`config.mk`:
```
export PLATFORM = sky130hd
export DESIGN_NAME = led_seq_ctrl
export DESIGN_NICKNAME = d
export VERILOG_FILES = /design/src/rtl/led_seq_ctrl.sv
export SDC_FILE = /design/constraint.sdc
export NUM_CORES = 1
export LEC_CHECK = 0
export CORE_ASPECT_RATIO = 2
export CORE_MARGIN = 2
export CORE_UTILIZATION = 30
export DETAILED_ROUTE_END_ITERATION = 10
export PLACE_DENSITY_LB_ADDON = 0.15
export SLEW_MARGIN = 20
export SYNTH_ARGS = -nofsm -noshare
export SYNTH_HDL_FRONTEND = slang
export SYNTH_SLANG_ARGS = --single-unit
```
`constraint.sdc`:
```
create_clock -name clk -period 3.05 [get_ports clk]
set_input_delay 0.4575 -clock clk [delete_from_list [all_inputs] [get_ports clk]]
set_output_delay 0.4575 -clock clk [all_outputs]
set_load 0.05 [all_outputs]
```
`src/rtl/led_seq_ctrl.sv`:
```
// LED sequence controller: steps through up to four 4-bit LED codes, each held
// for a configurable dwell time, with optional looping and stop/abort.
module led_seq_ctrl #(
  parameter int unsigned DWELL_W = 24
) (
  input  logic        clk,
  input  logic        rst,
  input  logic        cfg_we,
  input  logic [2:0]  cfg_addr,
  input  logic [31:0] cfg_wdata,
  input  logic        start,
  input  logic        stop,
  output logic [31:0] ledNum,
  output logic        busy,
  output logic        done,
  output logic [1:0]  step_idx
);

  localparam int unsigned PAT_W  = 4;
  localparam int unsigned NSTEP  = 4;
  localparam int unsigned LED_W  = 32;
  localparam int unsigned IDX_W  = 2;
  localparam int unsigned CNT_CW = 3;

  typedef enum logic {IDLE, RUN} state_t;

  state_t               state_q, state_d;
  logic [DWELL_W-1:0]   dwell_r;
  logic [CNT_CW-1:0]    count_r;
  logic                 loop_r;
  logic [PAT_W-1:0]     pat_r [NSTEP];

  logic [DWELL_W-1:0]   dm1_w;
  logic [IDX_W-1:0]     last_w;
  logic                 loop_w;
  logic [DWELL_W-1:0]   cnt_q, cnt_d;

  logic [DWELL_W-1:0]   dm1_cfg;
  logic [IDX_W-1:0]     last_cfg;
  logic [IDX_W-1:0]     idx_inc;
  logic                 latch;
  logic [LED_W-1:0]     led_d;
  logic                 busy_d, done_d;
  logic [IDX_W-1:0]     idx_d;
  logic                 unused_cfg;

  assign unused_cfg = ^cfg_wdata;

  // Configuration register file; address 3 is a hole.
  always_ff @(posedge clk or negedge rst) begin
    if (!rst) begin
      dwell_r <= '0;
      count_r <= '0;
      loop_r  <= 1'b0;
      for (int i = 0; i < NSTEP; i++) pat_r[i] <= '0;
    end else if (cfg_we) begin
      case (cfg_addr)
        3'd0:    dwell_r <= cfg_wdata[DWELL_W-1:0];
        3'd1:    count_r <= cfg_wdata[CNT_CW-1:0];
        3'd2:    loop_r  <= cfg_wdata[0];
        3'd4, 3'd5, 3'd6, 3'd7:
                 pat_r[cfg_addr[IDX_W-1:0]] <= cfg_wdata[PAT_W-1:0];
        default: ;
      endcase
    end
  end

  // Decoded run parameters: counter reload (D-1) and index of the last step.
  assign dm1_cfg  = (dwell_r == '0) ? '0 : dwell_r - DWELL_W'(1);
  assign last_cfg = (count_r == '0 || count_r > CNT_CW'(NSTEP)) ?
                    IDX_W'(NSTEP - 1) : IDX_W'(count_r - CNT_CW'(1));
  assign idx_inc  = step_idx + IDX_W'(1);

  always_comb begin
    state_d = state_q;
    led_d   = ledNum;
    busy_d  = busy;
    done_d  = 1'b0;
    idx_d   = step_idx;
    cnt_d   = cnt_q;
    latch   = 1'b0;
    case (state_q)
      IDLE: begin
        led_d  = '0;
        busy_d = 1'b0;
        idx_d  = '0;
        if (start && !stop) begin
          state_d = RUN;
          latch   = 1'b1;
          led_d   = LED_W'(pat_r[0]);
          busy_d  = 1'b1;
          cnt_d   = dm1_cfg;
        end
      end
      RUN: begin
        if (stop) begin
          state_d = IDLE;
          led_d   = '0;
          busy_d  = 1'b0;
          idx_d   = '0;
          cnt_d   = '0;
        end else if (cnt_q != '0) begin
          cnt_d = cnt_q - DWELL_W'(1);
        end else if (step_idx != last_w) begin
          idx_d = idx_inc;
          led_d = LED_W'(pat_r[idx_inc]);
          cnt_d = dm1_w;
        end else if (loop_w) begin
          idx_d = '0;
          led_d = LED_W'(pat_r[0]);
          cnt_d = dm1_w;
        end else begin
          state_d = IDLE;
          led_d   = '0;
          busy_d  = 1'b0;
          done_d  = 1'b1;
          idx_d   = '0;
          cnt_d   = '0;
        end
      end
      default: state_d = IDLE;
    endcase
  end

  always_ff @(posedge clk or negedge rst) begin
    if (!rst) begin
      state_q  <= IDLE;
      ledNum   <= '0;
      busy     <= 1'b0;
      done     <= 1'b0;
      step_idx <= '0;
      cnt_q    <= '0;
      dm1_w    <= '0;
      last_w   <= '0;
      loop_w   <= 1'b0;
    end else begin
      state_q  <= state_d;
      ledNum   <= led_d;
      busy     <= busy_d;
      done     <= done_d;
      step_idx <= idx_d;
      cnt_q    <= cnt_d;
      if (latch) begin
        dm1_w  <= dm1_cfg;
        last_w <= last_cfg;
        loop_w <= loop_r;
      end
    end
  end

endmodule

```
After elaboration in Yosys (flattened, before gate mapping). Cells that the tools add are included.

Register bits: 132. Bits in latches: 0. RAM bits: 0. ROM bits: 0. Output and inout bits: 36. Word-level logic and storage cells: 93. Memories kept: 0.

Add/subtract/negate cells: 4. Multipliers: 0. Div/mod/pow operators: 0. Order comparisons: 4. Equality and inequality tests: 11. Shift operators: 0. Multiplexer cells: 41. Bitwise gates (word level): 3. Reduce and logical (&&, ||, !) cells: 14.

Operators with widths (count): 24-bit two-way mux (6); 32-bit two-way mux (2); 32-bit one-hot mux with 2 select lines (1); 24-bit one-hot mux with 2 select lines (1); 24-bit by 1-bit subtractor with 24-bit output (second input constant) (2); 24-bit zero test (1); 4-bit two-way mux (6); 24-bit nonzero test (1); 16-bit bitwise mux (1); 1-bit two-way mux (15); 3-bit == test (second input constant) (4); 3-bit != test (second input constant) (3); 4-bit binary-select mux with 2-bit select (1); 4-bit demux with 2-bit select (1); 2-bit two-way mux (4); 2-bit AND reduction (4); 3-bit >= comparator (second input constant) (2); 3-bit zero test (2); 2-bit NOT with 3-bit output (2); 1-bit one-hot mux with 2 select lines (2); 2-bit one-hot mux with 2 select lines (1); 4-bit OR reduction (1); 3-bit by 1-bit == test with 1-bit output (second input constant) (1); 3-bit by 2-bit == test with 1-bit output (second input constant) (1); 11 further kinds (12).

Depth between registers and ports, before layout.
Depth after elaboration: 9. Mapped depth: 9.

Worst setup path after synthesis. No wires, ideal clock.

Path type: register -> register. Start: reg cnt_q[6]. End: reg cnt_q[20]. Arrival: 2.248 ns. Data required time: 2.926 ns. Path slack: 0.678 ns. Cell stages (with the launch flop): 9. Clock period less this slack: 2.372 ns. Path through: dfrtp_1 or4_1 buf_2 nor4_4 and4b_4 buf_6 nor2_1 a32o_1 a211o_1.

Longest elaborated chain between the ends: 4. Elaborated cells between the ends (all ways): 5. Those cells by class: add/sub (1); mux (3); reduce/logical (1).

RTL lines: start, declared (RTL line 36) `logic [DWELL_W-1:0] cnt_q, cnt_d;`; start signal, assigned (RTL line 142) `cnt_q <= cnt_d;`; 24-bit by 1-bit subtractor with 24-bit output / 24-bit nonzero test (equally long branches) (RTL line 103, 102); 24-bit two-way mux * (RTL line 102) `end else if (cnt_q != '0) begin`; 24-bit two-way mux * (RTL line 96) `if (stop) begin`; 24-bit one-hot mux with 2 select lines * (RTL line 82) `case (state_q)`.

Every way passes the cells marked *; elsewhere a longest branch is shown, timed or not. A chain may end at the register's enable or synchronous reset.

Worst setup path in the final report.
Start: reg dwell_r[19]. End: reg cnt_q[7].

Longest elaborated chain between the ends: 4.

RTL lines: start, declared (RTL line 28) `logic [DWELL_W-1:0] dwell_r;`; start signal, assigned (RTL line 58) `3'd0: dwell_r <= cfg_wdata[DWELL_W-1:0];`; 24-bit zero test (RTL line 69) `assign dm1_cfg = (dwell_r == '0) ? '0 : dwell_r - DWELL_W'(1);`; 24-bit two-way mux (RTL line 69); 24-bit two-way mux (RTL line 87) `if (start && !stop) begin`; 24-bit one-hot mux with 2 select lines (RTL line 82).

Every way passes these cells. The select of a mux whose other input is x is not followed.

==> flow_metrics.py <==
metrics = {
    "route": {
        "ant_nets": 0,
        "wire_per_inst_um": 18.7,
        "drc": 0,
        "drtPass1Iterations": 4,
        "first_iter_violations": 158,
        "vias": 4259,
        "vias_per_cell": 5.15,
        "wirelength_um": 15500,
    },
    "synth": {
        "synth-edff-count": 0,
        "ys_warn_count": 0,
        "synth_cell_types": 53,
        "yosys_register_bits": 104,
        "synth-seq-area-share_pct": 46.1,
        "synth_ff_type": "dfrtp_1",
        "avgSynthCellArea_um2": 10.2,
        "synthCells": 556,
        "synth_area_mm2": 0.00565,
        "ys_async_sr_fraction_pct": 100,
    },
    "cells_and_area": {
        "final_cell_mix": "dfrtp_1, nand2_1, nor2_1",
        "fin_nets": 649,
        "final_layout_size_suffix_gt1_share_pct": 16.0,
        "nFillCells": 1913,
        "n_antenna_cell": 0,
        "final_common_cell": "dfrtp_1",
        "area_growth_syn_to_layout_pct": 17.1,
    },
    "floorplanning": {
        "die_y_um": 198,
        "std_cell_rows": 71,
        "die-area_mm2": 0.0200,
        "core_area_mm2": 0.0187,
        "die-width_um": 101,
        "initial_utilization_pct": 30.3,
        "ios": 76,
    },
    "global_routing": {
        "grt_pass1_vias": 4545,
        "antenna_found_initial": 0,
        "grtUsageTotal_pct": 16.4,
        "overflow": 0,
        "grt_pass1_wl_um": 24700,
        "grt_max_degree": 49,
    },
    "job": {
        "timing.max_cap.violations": 0,
    },
    "sta": {
        "rsz0062_at_grt": "no",
        "hold_violations": 0,
        "maxSlewViolCount": 0,
        "fin_crit_ns": 2.62,
        "setup_tns_ns": 0,
        "final.period_utilization_pct": 86.0,
        "skew_ns": 0.0101,
        "setup_viol": 0,
        "max-slew-margin-rel_pct": 59.0,
        "worst_pin_slew_ns": 0.610,
        "fmax_mhz": 381,
    },
    "cts": {
        "insertion_delay_ns": 0.36,
        "ctsResizeCount": 0,
        "cts_tree": "done",
        "clock-sinks": 104,
        "h-tree-depth": 3,
        "cts.clk_slew.worst_paths_ns": 0.07,
        "postCtsSetupRepairBufs": 0,
        "clockBufferDepth": 2,
        "cts_hold_buf": 0,
        "numCtsBuffers": 9,
        "root_buffer": "clkbuf_16",
    },
    "power_and_ir_drop": {
        "p_sw_share_pct": 33.3,
        "total_power_w": 0.00440,
        "seq_power_share_pct": 46.0,
        "powerDensity_mw_per_mm2": 665,
        "pwr-share-clk_pct": 27.5,
        "intPower_w": 0.00293,
        "p_sw_w": 0.00147,
        "combPwrFrac_pct": 26.5,
        "irDropWorstVdd_v": 0.000366,
        "p_leak_nw": 2.81,
    },
    "worst_hold_path": {
        "hp-class": "input pin to asynchronous set/reset pin",
    },
    "critical_path": {
        "start_kind": "flip-flop",
        "crit_fanout": 14,
        "worstSetupEndpointType": "flip-flop",
        "critPathKind": "flip-flop to flip-flop",
        "cp_data_required_time_ns": 3.30,
        "critical_path_arrival_ns": 2.87,
    },
    "placement": {
        "dp_hpwl_um": 11800,
        "io_buffers": 39,
        "gp_congestion": 0.842,
    },
    "run_status": {
        "outcome": "complete, no violations",
    },
}
[final cells by class]
type | instances | area [um2] | share of cell area (%)
Clock buffer | 12 | 267 | 4.03
Sequential cell | 104 | 2600 | 39.4
Timing Repair Buffer | 68 | 618 | 9.35
Multi-Input combinational cell | 413 | 2780 | 42.0
Inverter | 8 | 30.0 | 0.454
Tap cell | 219 | 274 | 4.15
Clock inverter | 3 | 40.0 | 0.606
[synth_stat cells (all sizes together) (10+ instances only)]
cell / instances / area [um2]
nor2: 45 / 169
a21oi: 13 / 65.1
nand3: 10 / 50.1
nor3: 18 / 95.1
buf: 37 / 263
xor2: 16 / 140
nor4: 10 / 77.6
dfrtp: 104 / 2600
a21o: 14 / 105
o21ai: 34 / 170
nand2: 47 / 176
a211o: 10 / 87.6
mux2: 41 / 462
clkbuf: 21 / 78.8
xnor2: 24 / 210
[metal layers]
metal | global-route usage, % | share of wire (%) | vias to the layer above
li1 | - | - | 2031
met1 | 17.2 | 37 | 2114
met2 | 31.1 | 57 | 88
met3 | 2.47 | 2.5 | 26
met4 | 7.71 | 3.3 | 0
met5 | 0 | 0 | -
[cells by family (layout without fill, tap and decap cells)]
logic type	Yosys count	in the layout	synth area share [%]
adders and majority gates	5	5	1.11
buffers and inverters	66	91	6.58
AOI/OAI and AO/OA	109	109	13.0
other	1	28	0.0664
and+or+nand+nor	186	186	17.2
muxes	45	45	9.77
DFF	104	104	46.1
xor gates and xnor gates	40	40	6.20
[stage by stage]
step / instances / hold slack (ns) / setup slack, ns / cell area, um2 / util [%]
5_1_grt: 827 / 0.0430 / 0.307 / 6610 / 35.4
4_1_cts: 827 / 0.0338 / 0.423 / 6610 / 35.4
2_1_floorplan: 583 / 0.162 / 0.678 / 5750 / -
3_3_place_gp: 812 / 0.408 / 0.452 / 6300 / 33.8
3_5_place_dp: 812 / 0.414 / 0.427 / 6300 / 33.8
6_report: 827 / 0.0188 / 0.428 / 6610 / 35.4
[path summary, 6_finish.rpt]
check                                   startpoint                      end  slack [ns]  depth (start not counted)
max reg2reg                dwell_r[19]$_DFFE_PN0P_     cnt_q[7]$_DFFE_PN0P_        0.43                          7
min in group clk              dm1_w[0]$_DFFE_PN0P_     dm1_w[0]$_DFFE_PN0P_        0.48                          2
max in group asynchronous                      rst   dwell_r[3]$_DFFE_PN0P_        2.27                          2
min                                            rst  dwell_r[16]$_DFFE_PN0P_        0.02                          1
max                        dwell_r[19]$_DFFE_PN0P_     cnt_q[7]$_DFFE_PN0P_        0.43                          7
min reg2reg                   dm1_w[0]$_DFFE_PN0P_     dm1_w[0]$_DFFE_PN0P_        0.48                          2
[critical path, stage by stage (launching register included)]
cell     delay (ns)
dfrtp_1        0.41
or4_1          0.59
or4_1          0.52
nor3_2         0.16
buf_4          0.24
nor2_1         0.11
and3_1         0.22
a221o_1        0.26
[flip-flops by register name (all words and copies together), names as in the netlist]
register  count
dwell_r      24
state_q       1
last_w        2
ledNum        4
pat_r        16
loop_r        1
busy          1
cnt_q        24
dm1_w        24
loop_w        1
count_r       3
done          1
step_idx      2
[power groups by stage]
stage | clock [W] | sequential (W) | combinational (W)
3_5_place_dp | 0 | 0.00205 | 0.00118
5_1_grt | 0.00130 | 0.00207 | 0.00130
6_report | 0.00121 | 0.00202 | 0.00116
3_3_place_gp | 0 | 0.00204 | 0.00116
4_1_cts | 0.00126 | 0.00203 | 0.00118
2_1_floorplan | 0 | 0.00197 | 0.000857
No activity file was read; power rests on OpenSTA's default activity.
